==> config.mk <==
export PLATFORM = sky130hd
export DESIGN_NAME = signal_checker_mc
export DESIGN_NICKNAME = d
export VERILOG_FILES = /design/src/rtl/signal_checker_mc.sv
export SDC_FILE = /design/constraint.sdc
export NUM_CORES = 1
export LEC_CHECK = 0
export BUFFER_PORTS_ARGS = -buffer_cell sky130_fd_sc_hd__buf_4
export CAP_MARGIN = 20
export CORE_MARGIN = 2
export CORE_UTILIZATION = 30
export CTS_BUF_LIST = sky130_fd_sc_hd__clkbuf_4
export CTS_CLUSTER_DIAMETER = 60
export DETAILED_ROUTE_END_ITERATION = 7
export HOLD_SLACK_MARGIN = 0.08
export PLACE_DENSITY = 0.48
export SLEW_MARGIN = 20
export SYNTH_ARGS = -nofsm -noshare
export SYNTH_HDL_FRONTEND = slang
export SYNTH_SLANG_ARGS = --single-unit
==> constraint.sdc <==
create_clock -name clk -period 13.9 [get_ports clk]
set_input_delay 0.695 -clock clk [delete_from_list [all_inputs] [get_ports clk]]
set_output_delay 0.695 -clock clk [all_outputs]
set_load 0.05 [all_outputs]
==> src/rtl/signal_checker_mc.sv <==
// rtl/signal_checker_mc.sv - multi-channel goal/timeout/hold signal checker with sticky fail status
module signal_checker_mc #(
  parameter int NUM_CH = 4,
  parameter int WIDTH  = 16,
  parameter int TW     = 16,
  parameter int TOL    = 0,
  parameter int CNT_W  = 8
) (
  input  logic                     clk,
  input  logic                     rst,
  input  logic [NUM_CH-1:0]        start,
  input  logic [NUM_CH-1:0]        abort,
  input  logic [NUM_CH*WIDTH-1:0]  sig,
  input  logic [NUM_CH*WIDTH-1:0]  goal,
  input  logic [NUM_CH*TW-1:0]     timeout_cyc,
  input  logic [NUM_CH*TW-1:0]     hold_cyc,
  input  logic                     clear,
  output logic [NUM_CH-1:0]        busy,
  output logic [NUM_CH-1:0]        done,
  output logic [NUM_CH*2-1:0]      result,
  output logic                     fail_any,
  output logic [CNT_W-1:0]         err_count
);

  typedef enum logic [1:0] {ST_IDLE = 2'd0, ST_WAIT = 2'd1, ST_HOLD = 2'd2} state_t;

  localparam logic [1:0] RES_NONE    = 2'b00;
  localparam logic [1:0] RES_PASS    = 2'b01;
  localparam logic [1:0] RES_TIMEOUT = 2'b10;
  localparam logic [1:0] RES_FLAKE   = 2'b11;

  // Tolerance at the widened width, so |sig - goal| compares without overflow.
  localparam logic [WIDTH:0] TOL_V = (WIDTH+1)'(TOL);
  localparam int NF_W  = $clog2(NUM_CH + 1);
  localparam int SUM_W = CNT_W + NF_W;
  localparam logic [CNT_W-1:0] CNT_MAX = '1;

  // Per-channel "this edge produces a timeout or flake verdict" flags.
  logic [NUM_CH-1:0] fail_hit;

  for (genvar c = 0; c < NUM_CH; c++) begin : g_ch
    state_t           st_q, st_d;
    logic [WIDTH-1:0] goal_q, goal_d;
    logic [TW-1:0]    tlim_q, tlim_d;
    logic [TW-1:0]    hlim_q, hlim_d;
    logic [TW-1:0]    wcnt_q, wcnt_d;
    logic [TW-1:0]    hcnt_q, hcnt_d;
    logic [1:0]       res_q, res_d;
    logic             done_q, done_d;
    logic [WIDTH-1:0] sig_c;
    logic [TW-1:0]    t_in;
    logic [WIDTH:0]   diff;
    logic [WIDTH:0]   mag;
    logic             match;

    assign sig_c = sig[c*WIDTH +: WIDTH];
    assign t_in  = timeout_cyc[c*TW +: TW];

    // Sign-extended difference and its magnitude against the latched goal.
    always_comb begin
      diff  = {sig_c[WIDTH-1], sig_c} - {goal_q[WIDTH-1], goal_q};
      mag   = diff[WIDTH] ? ((WIDTH+1)'(0) - diff) : diff;
      match = (mag <= TOL_V);
    end

    // Next-state and verdict logic; abort outranks any verdict on the same edge.
    always_comb begin
      st_d   = st_q;
      goal_d = goal_q;
      tlim_d = tlim_q;
      hlim_d = hlim_q;
      wcnt_d = wcnt_q;
      hcnt_d = hcnt_q;
      res_d  = res_q;
      done_d = 1'b0;
      unique case (st_q)
        ST_IDLE: begin
          if (start[c] && !abort[c]) begin
            st_d   = ST_WAIT;
            goal_d = goal[c*WIDTH +: WIDTH];
            tlim_d = (t_in == '0) ? TW'(1) : t_in;
            hlim_d = hold_cyc[c*TW +: TW];
            wcnt_d = '0;
            hcnt_d = '0;
            res_d  = RES_NONE;
          end
        end
        ST_WAIT: begin
          if (abort[c]) begin
            st_d = ST_IDLE;
          end else begin
            if (wcnt_q != tlim_q) wcnt_d = wcnt_q + TW'(1);
            if (match) begin
              if (hlim_q == '0) begin
                st_d   = ST_IDLE;
                res_d  = RES_PASS;
                done_d = 1'b1;
              end else begin
                st_d   = ST_HOLD;
                hcnt_d = '0;
              end
            end else if (wcnt_q == tlim_q - TW'(1)) begin
              st_d   = ST_IDLE;
              res_d  = RES_TIMEOUT;
              done_d = 1'b1;
            end
          end
        end
        ST_HOLD: begin
          if (abort[c]) begin
            st_d = ST_IDLE;
          end else if (match) begin
            if (hcnt_q != hlim_q) hcnt_d = hcnt_q + TW'(1);
            if (hcnt_q == hlim_q - TW'(1)) begin
              st_d   = ST_IDLE;
              res_d  = RES_PASS;
              done_d = 1'b1;
            end
          end else begin
            st_d   = ST_IDLE;
            res_d  = RES_FLAKE;
            done_d = 1'b1;
          end
        end
        default: st_d = ST_IDLE;
      endcase
    end

    // Channel state registers.
    always_ff @(posedge clk or posedge rst) begin
      if (rst) begin
        st_q   <= ST_IDLE;
        goal_q <= '0;
        tlim_q <= '0;
        hlim_q <= '0;
        wcnt_q <= '0;
        hcnt_q <= '0;
        res_q  <= RES_NONE;
        done_q <= 1'b0;
      end else begin
        st_q   <= st_d;
        goal_q <= goal_d;
        tlim_q <= tlim_d;
        hlim_q <= hlim_d;
        wcnt_q <= wcnt_d;
        hcnt_q <= hcnt_d;
        res_q  <= res_d;
        done_q <= done_d;
      end
    end

    assign fail_hit[c]        = done_d & res_d[1];
    assign busy[c]            = (st_q != ST_IDLE);
    assign done[c]            = done_q;
    assign result[2*c +: 2]   = res_q;
  end

  logic [NF_W-1:0]  nf;
  logic [CNT_W-1:0] base;
  logic [SUM_W-1:0] sum;
  logic [CNT_W-1:0] cnt_d;
  logic             fail_d;

  // Count this edge's failures; clear wipes the old totals before they are added.
  always_comb begin
    nf = '0;
    for (int c = 0; c < NUM_CH; c++) nf = nf + NF_W'(fail_hit[c]);
    base   = clear ? '0 : err_count;
    sum    = SUM_W'(base) + SUM_W'(nf);
    cnt_d  = (sum > SUM_W'(CNT_MAX)) ? CNT_MAX : sum[CNT_W-1:0];
    fail_d = (fail_any & ~clear) | (nf != '0);
  end

  // Sticky aggregate status registers.
  always_ff @(posedge clk or posedge rst) begin
    if (rst) begin
      fail_any  <= 1'b0;
      err_count <= '0;
    end else begin
      fail_any  <= fail_d;
      err_count <= cnt_d;
    end
  end

endmodule
==> results of run 1 <==
-- how the worst max path moves through the flow --
stage	startpoint	endpoint	slack [ps]
3_5_place_dp	sig[16]	err_count[4]	6260
5_1_grt	g_ch[1].goal_q[0]	err_count[4]	6210
2_1_floorplan	rst	err_count[0]	3530
4_1_cts	g_ch[1].goal_q[0]	err_count[5]	6790
6_report	g_ch[1].goal_q[0]	err_count[5]	6830
3_3_place_gp	sig[16]	err_count[5]	6340
-- layer usage --
layer / vias up / GRT usage
met3: 116 / 0.03704
met2: 414 / 0.2795
met4: 2 / 0.05048
met5: - / 0
met1: 11410 / 0.2302
li1: 12110 / -
-- synthesized netlist by cell type (28+ instances only) --
library cell,number
dfrtp_1,349
nand2_1,301
nor2_1,242
inv_1,169
o21ai_0,160
mux2_2,153
xnor2_1,150
xor2_1,146
a21oi_1,142
nand3_1,125
ha_1,105
nor3_1,103
clkbuf_1,96
nor4_1,60
nand4_1,59
or3_1,56
a21o_1,32
nand2b_1,32
a31oi_1,31
and3_1,31
and2_1,30
nor2b_1,30
o211ai_1,28
-- cell families (layout without fill, tap and decap cells) --
| group | count (synthesis) | count (layout) | synth area share |
|---|---|---|---|
| compound gates | 635 | 635 | 0.1620 |
| fa+ha+maj | 111 | 111 | 0.05471 |
| other cells | 0 | 8 | 0 |
| flops | 349 | 349 | 0.3333 |
| mux | 173 | 173 | 0.07357 |
| simple gates | 1203 | 1203 | 0.2336 |
| buf+inv | 293 | 871 | 0.04326 |
| xor+xnor | 297 | 297 | 0.09955 |
-- power groups by stage --
stage	logic, mW	registers, mW	clock network (mW)
after detailed placement	2.84	1.67	0
after global routing	3.28	1.70	1.15
after floorplan	2.31	1.50	0
final	2.91	1.65	1.03
after global placement	2.85	1.67	0
after CTS	2.91	1.65	1.10
-- what timing repair did --
| action | in CTS | in global routing |
|---|---|---|
| buffers inserted | 0 | 0 |
| hold buffers | 200 | 0 |
| endpoints found under the hold margin | 318 | 0 |
-- worst max-delay path, stage by stage (launching register included) --
cell	delay [ps]
dfrtp_1	340
ha_1	160
inv_1	50
fa_1	400
a21o_1	220
a311o_1	440
a211oi_4	300
o21ai_0	140
a21oi_1	700
nand2_1	110
a311oi_1	290
a31oi_1	130
nor4_4	550
a21oi_1	120
a311oi_1	390
a21oi_1	120
o21a_1	280
fa_1	490
ha_1	210
ha_1	330
fa_1	460
a21oi_1	280
nor2_1	110
nand4b_1	210
o21ai_0	120
-- sequential cells by signal, indices dropped and copies added, names as in the netlist --
register / count
g_ch.goal_q: 64
g_ch.hcnt_q: 64
g_ch.hlim_q: 64
g_ch.tlim_q: 64
g_ch.wcnt_q: 64
err_count: 8
g_ch.res_q: 8
g_ch.st_q: 8
g_ch.done_q: 4
fail_any: 1
-- layout make-up --
type / count / share of cell area
diodes: 8 / 0.0006098
clock buffers: 152 / 0.03476
clock inverters: 49 / 0.007012
inverters: 169 / 0.01955
multi-input cells: 2419 / 0.4982
flip-flops and latches: 349 / 0.2660
well taps: 1155 / 0.04402
repair buffers: 501 / 0.1298
-- metrics by stage --
step,hold WS [ps],area (µm²),power (mW),cells,util
after floorplan,449.7,26210,3.813,3061,-
after global placement,473.4,29430,4.515,4393,0.3398
after detailed placement,481.2,29430,4.514,4393,0.3398
after CTS,95.78,32800,5.663,4794,0.3787
after global routing,141.3,32820,6.141,4799,0.3789
final,225.2,32830,5.594,4802,0.3790
==> summary.md, run 1 <==
| Metric | Value |
|---|---|
| Status | `completed` |
| CP max FO | `11` |
| Syn Std Cell Area | `0.02621 mm²` |
| CP Class | `flip-flop to flip-flop` |
| CTS tree | `built` |
| GR Util All Layers | `0.1724` |
| Hold Path Class | `input pin to flip-flop` |
| Final worst slack | `6831 ps` |
| FF-to-FF setup slack | `6830 ps` |
| Logic pwr share | `0.520` |
| CORE AREA | `0.08662 mm²` |
| Hpwl dp | `57,040 µm` |
| Grt ovf | `0` |
| Prevailing post-synth register cell | `dfrtp_1` |
| FF/Latch Area | `0.008733 mm²` |
| DRC Markers | `0` |
| Number of synthesized flops with an enable pin | `0` |
| Die W | `299.6 µm` |
| Starting density of the core | `0.3026` |
| Rows | `108` |
| Die height | `299.6 µm` |
| RSZ-0062 raised after global routing | `false` |
| Worst slew pin tran | `1022 ps` |
| CTS Buf Count | `111` |
| First-pass GRT wire length | `127,700 µm` |
| Number of global-route vias before repair | `24,190` |
| Clock Tree Buf Depth | `3` |
| Yosys cell types | `100` |
| Layout cells sized above 1 | `0.1893` |
| Reg clk slew, reported paths | `60 ps` |
| Synth area leaders | `dfrtp_1 (33%), mux2_2 (6.6%), ha_1 (5.0%)` |
| DR vias/cell | `5.007` |
| Final period utilization | `0.5085` |
| P per Cell Area | `170.4 mW/mm²` |
| Post-CTS resize count | `0` |
| Final wirelength | `77,210 µm` |
| Min Tclk post-route | `7069 ps` |
| # port buffers | `291` |
| Reg-to-reg critical path endpoint | `err_count[5]` |
| R2r worst-path depth | `24` |
| Clock Skews | `46.47 ps` |
| DRT met1 WL | `36,630 µm` |
| Int Power | `3.058 mW` |
| Seq/Total Area, Yosys | `0.3333` |
| Area leader, netlist | `dfrtp_1` |
| Clock root buffer | `clkbuf_4` |
| Die ar. | `0.08974 mm²` |
| FMAX | `141.5 MHz` |
| Most common cell after layout, fill and taps aside | `dfrtp_1` |
| Max Cap Viol | `0` |
| H-tree Lvls | `3` |
| Initial antenna violation count | `3` |
| Critical Path RT | `14,680 ps` |
| DR vias | `24,050` |
| HP Start | `abort[3]` |
| Hold path endpoint | `g_ch[3].st_q[0]` |
| Synthesized flop and latch total | `349` |
| Fin. Hold Viols | `0` |
| Pleak | `14.14 nW` |
| Top cell type's share of synthesized area | `0.3333` |
| Post-route ant nets | `0` |
| Metal3 WL | `3545 µm` |
| Critical Path AT | `7850 ps` |
| Largest net degree at the start of global routing | `113` |
| RePlAce Congestion | `0.8406` |
| Ports | `292` |
| Worst slack at placement | `6258 ps` |
| Critical R2R Launch | `g_ch[1].goal_q[0]` |
| Mapped Nets | `3,439` |
| Max Slew Vio Count | `0` |
| Switch Pwr | `2.535 mW` |
| Wirelength per Cell | `16.08 µm` |
| Clock Sinks | `349` |
| Seq pwr share | `0.295` |
| Asr flop ratio synth | `1.000` |
| CP Capture Type | `flip-flop` |
| Slew margin rel. | `0.3122` |
| Top routing layer in use | `met5` |
| DRT iter0 DRCs | `1,140` |
| Crit path launch type | `flip-flop` |
| Mapped Avg Cell Area | `8.561 µm²` |
| Worst hold stages | `4` |
| First-pass DRT Iterations | `4` |
| YS warnings | `0` |
| Multi-input combinational cell area | `0.01636 mm²` |
| Syn Inst Count | `3,061` |
| Final setup viols | `0` |
| Switching part of the total | `0.4532` |
| Setup tns final | `0 ps` |
| Worst vdd ir | `78.51 µV` |
| FILL cells | `8,981` |
| Clock Power Share | `0.185` |
| Total Nets Final | `3,929` |
| Clk Latency, worst-skew pair | `930 ps` |
| Met2 routed WL | `35,360 µm` |
| Synth-to-Final Area Change | `25.28%` |
| Most frequent cells in the layout | `dfrtp_1 (349), nand2_1 (301), buf_4 (301)` |
No activity file was read; power rests on OpenSTA's default activity.
==> inputs of run 2 (changes only) <==
- PLACE_DENSITY: 0.48 -> 0.5
- clock period: 13.9 -> 5.8 ns (I/O delays scaled with it)
==> run 2 against run 1 <==
The flow now finishes with violations (setup timing). Flip-flop and latch count stayed put. Register-to-register slack worse by 7000 ps. Setup slack worse by 7000 ps. Sequential share of layout area is 3.4 points lower. Maximum frequency is 18% higher. Combinational power grew to 3.1 times the previous value. Routed wire length is 10% higher. Global-route usage is 1.6 points higher. Critical path type unchanged.
==> summary.md, run 2 (same netlist as run 1, synthesis figures left out) <==
| Metric | Value |
|---|---|
| Fin. Hold Viols | `0 (unchanged)` |
| Most frequent cells in the layout | `buf_4 (586), dlygate4sd3_1 (425), dfrtp_1 (349) (was dfrtp_1 (349), nand2_1 (301), buf_4 (301))` |
| Clock Sinks | `349 (unchanged)` |
| Failing checks | `setup timing` |
| Clk Latency, worst-skew pair | `980 ps (was 930 ps)` |
| Slew margin rel. | `0.3213 (was 0.3122)` |
| Tot Pwr | `15.33 mW (was 5.594 mW)` |
| Rows | `108 (unchanged)` |
| Placed cells | `4,671 (was 4,393)` |
| CP Class | `flip-flop to flip-flop (unchanged)` |
| Final setup viols | `8 (was 0)` |
| First-pass DRT Iterations | `5 (was 4)` |
| Status | `finished, violations left (was completed)` |
| Worst slack at placement | `-711.1 ps (was 6258 ps)` |
| Worst path slowest cell | `fa_1 (was a21oi_1)` |
| # port buffers | `291 (unchanged)` |
| Max Slew Vio Count | `0 (unchanged)` |
| Die W | `299.6 µm (unchanged)` |
| Fin cells | `5,317 (was 4,802)` |
| Clock root buffer | `clkbuf_4 (unchanged)` |
| Min Tclk post-route | `6015 ps (was 7069 ps)` |
| Clock Skews | `112.1 ps (was 46.47 ps)` |
| Met2 routed WL | `38,970 µm (was 35,360 µm)` |
| FMAX | `166.3 MHz (was 141.5 MHz)` |
| Layout cells sized above 1 | `0.2489 (was 0.1893)` |
| Critical Path Start | `g_ch[1].goal_q[0] (unchanged)` |
| Most common cell after layout, fill and taps aside | `buf_4 (was dfrtp_1)` |
| RePlAce Congestion | `0.8575 (was 0.8406)` |
| Final wirelength | `84,920 µm (was 77,210 µm)` |
| CP Capture Type | `flip-flop (unchanged)` |
| Final core occ | `0.4349 (was 0.3790)` |
| Starting density of the core | `0.3026 (unchanged)` |
| H-tree Lvls | `3 (unchanged)` |
| P per Cell Area | `407.1 mW/mm² (was 170.4 mW/mm²)` |
| CORE AREA | `0.08662 mm² (unchanged)` |
| Hpwl dp | `60,790 µm (was 57,040 µm)` |
| Die height | `299.6 µm (unchanged)` |
| Critical Path AT | `6800 ps (was 7850 ps)` |
| GR Util All Layers | `0.1887 (was 0.1724)` |
| Critical Path RT | `6590 ps (was 14,680 ps)` |
| Crit path launch type | `flip-flop (unchanged)` |
| Pleak | `16.55 nW (was 14.14 nW)` |
| Synth-to-Final Area Change | `43.74% (was 25.28%)` |
| DR vias | `26,230 (was 24,050)` |
| Final period utilization | `1.037 (was 0.5085)` |
| DR vias/cell | `4.933 (was 5.007)` |
| Final worst slack | `-214.7 ps (was 6831 ps)` |
| Clock Tree Buf Depth | `3 (unchanged)` |
| Metal3 WL | `4326 µm (was 3545 µm)` |
| CP bufs+invs | `1 (unchanged)` |
| Crit path largest cell delay | `520 ps (was 700 ps)` |
| Grt ovf | `0 (unchanged)` |
| Hold Path Class | `input pin to flip-flop (unchanged)` |
| First-pass GRT wire length | `138,500 µm (was 127,700 µm)` |
| Post-route ant nets | `0 (unchanged)` |
| Wirelength per Cell | `15.97 µm (was 16.08 µm)` |
| Critical R2R Launch | `g_ch[1].goal_q[0] (unchanged)` |
| Number of global-route vias before repair | `26,740 (was 24,190)` |
| Max Cap Viol | `0 (unchanged)` |
| Cell family with most CP delay | `compound AO/OA/AOI/OAI gates (unchanged)` |
| Top routing layer in use | `met5 (unchanged)` |
| Initial antenna violation count | `10 (was 3)` |
| Worst slew pin tran | `1014 ps (was 1022 ps)` |
| Die ar. | `0.08974 mm² (unchanged)` |
| RSZ-0062 raised after global routing | `true (was false)` |
| Ports | `292 (unchanged)` |
| Largest net degree at the start of global routing | `137 (was 113)` |
| CP max FO | `6 (was 11)` |
| DRT met1 WL | `39,470 µm (was 36,630 µm)` |
| DRT iter0 DRCs | `1,198 (was 1,140)` |
| HP Start | `timeout_cyc[59] (was abort[3])` |
| Cell Chain, Critical Path | `ha_2, inv_2, fa_2, a21o_1, a21oi_2, xnor2_2, or3_4, or4_1, a211o_1, a21oi_2, nand4_1, nor4_4, a21oi_1, a311oi_2, a21oi_1, o21a_1, fa_1, ha_4, ha_4, fa_2, a21oi_4, nor2_2, nand4b_1, o21ai_1 (was ha_1, inv_1, fa_1, a21o_1, a311o_1, a211oi_4, o21ai_0, a21oi_1, nand2_1, a311oi_1, a31oi_1, nor4_4, a21oi_1, a311oi_1, a21oi_1, o21a_1, fa_1, ha_1, ha_1, fa_1, a21oi_1, nor2_1, nand4b_1, o21ai_0)` |
| CTS tree | `built (unchanged)` |
| Setup tns final | `-1381 ps (was 0 ps)` |
| Worst vdd ir | `269.9 µV (was 78.51 µV)` |
| Total Nets Final | `4,442 (was 3,929)` |
| Reg clk slew, reported paths | `70 ps (was 60 ps)` |
| DRC Markers | `0 (unchanged)` |
| CTS Buf Count | `111 (unchanged)` |
## run 2: cell types whose count changed in the layout (fill, tap and decap cells not counted), sizes merged
cell         previous run  this run
buf                   301       589
clkbuf                152       165
clkinv                 45        35
clkinvlp                1         2
diode                   8         7
dlygate4sd3           200       425
inv                   171       170
## run 2: layout make-up
type | count | area [µm²]
sequential | 349 | 8733
clock inverter | 39 | 188.9
antenna | 7 | 17.52
clock buffer | 165 | 1239
tap | 1155 | 1445
timing repair buffer | 1014 | 8713
multi-input combinational | 2419 | 16690
inverter | 169 | 638.1
fill | 8557 | 48950
## run 2: stage by stage
| step | cell area [µm²] | hold WS (ps) |
|---|---|---|
| floorplan | 26290 | 395.4 |
| global placement | 31630 | 462.5 |
| detailed placement | 31640 | 469.1 |
| CTS | 37500 | 80.37 |
| global route | 37670 | 74.87 |
| finish | 37670 | 200.2 |
## run 2: timing repair
item | in CTS | in global routing
resized for setup | 30 | 25
buffers inserted | 7 | 3
pin swaps | 16 | 17
hold buffers | 425 | 0
setup endpoints to repair | 8 | 10
cloned | 0 | 0
endpoints found under the hold margin | 474 | 0
## run 2: path summary, 6_finish.rpt
| check | cells past startpoint | to | slack [ps] |
|---|---|---|---|
| hold / removal | 3 | g_ch[3].tlim_q[11] | 200 |
| setup reg to reg | 24 | err_count[4] | -210 |
| hold reg to reg | 1 | g_ch[2].goal_q[13] | 500 |
| max in group asynchronous | 5 | g_ch[0].hlim_q[0] | 3870 |
| setup / recovery | 24 | err_count[4] | -210 |
| min in group asynchronous | 4 | g_ch[2].hlim_q[7] | 640 |
## run 2: where the power goes
part	total (mW)	leakage, nW	switching (mW)	internal, mW
logic	8.91	11.2	4.51	4.40
registers	3.86	4.46	0.767	3.10
clock network	2.56	0.853	1.22	1.34
total	15.3	16.5	6.49	8.84
## run 2: routing by layer
layer	vias up	track usage
met1	12460	0.2462
met4	10	0.05738
met2	504	0.3111
met5	-	0
met3	162	0.04153
li1	13100	-
## run 2: worst register-to-register path, cell delays in order, from the launching register on
cell and delay [ps]:
dfrtp_1 350, ha_2 190, inv_2 40, fa_2 340, a21o_1 240, a21oi_2 190, xnor2_2 100, or3_4 350
or4_1 480, a211o_1 340, a21oi_2 130, nand4_1 170, nor4_4 340, a21oi_1 120, a311oi_2 290, a21oi_1 100
o21a_1 210, fa_1 520, ha_4 190, ha_4 220, fa_2 420, a21oi_4 170, nor2_2 60, nand4b_1 230
o21ai_1 110
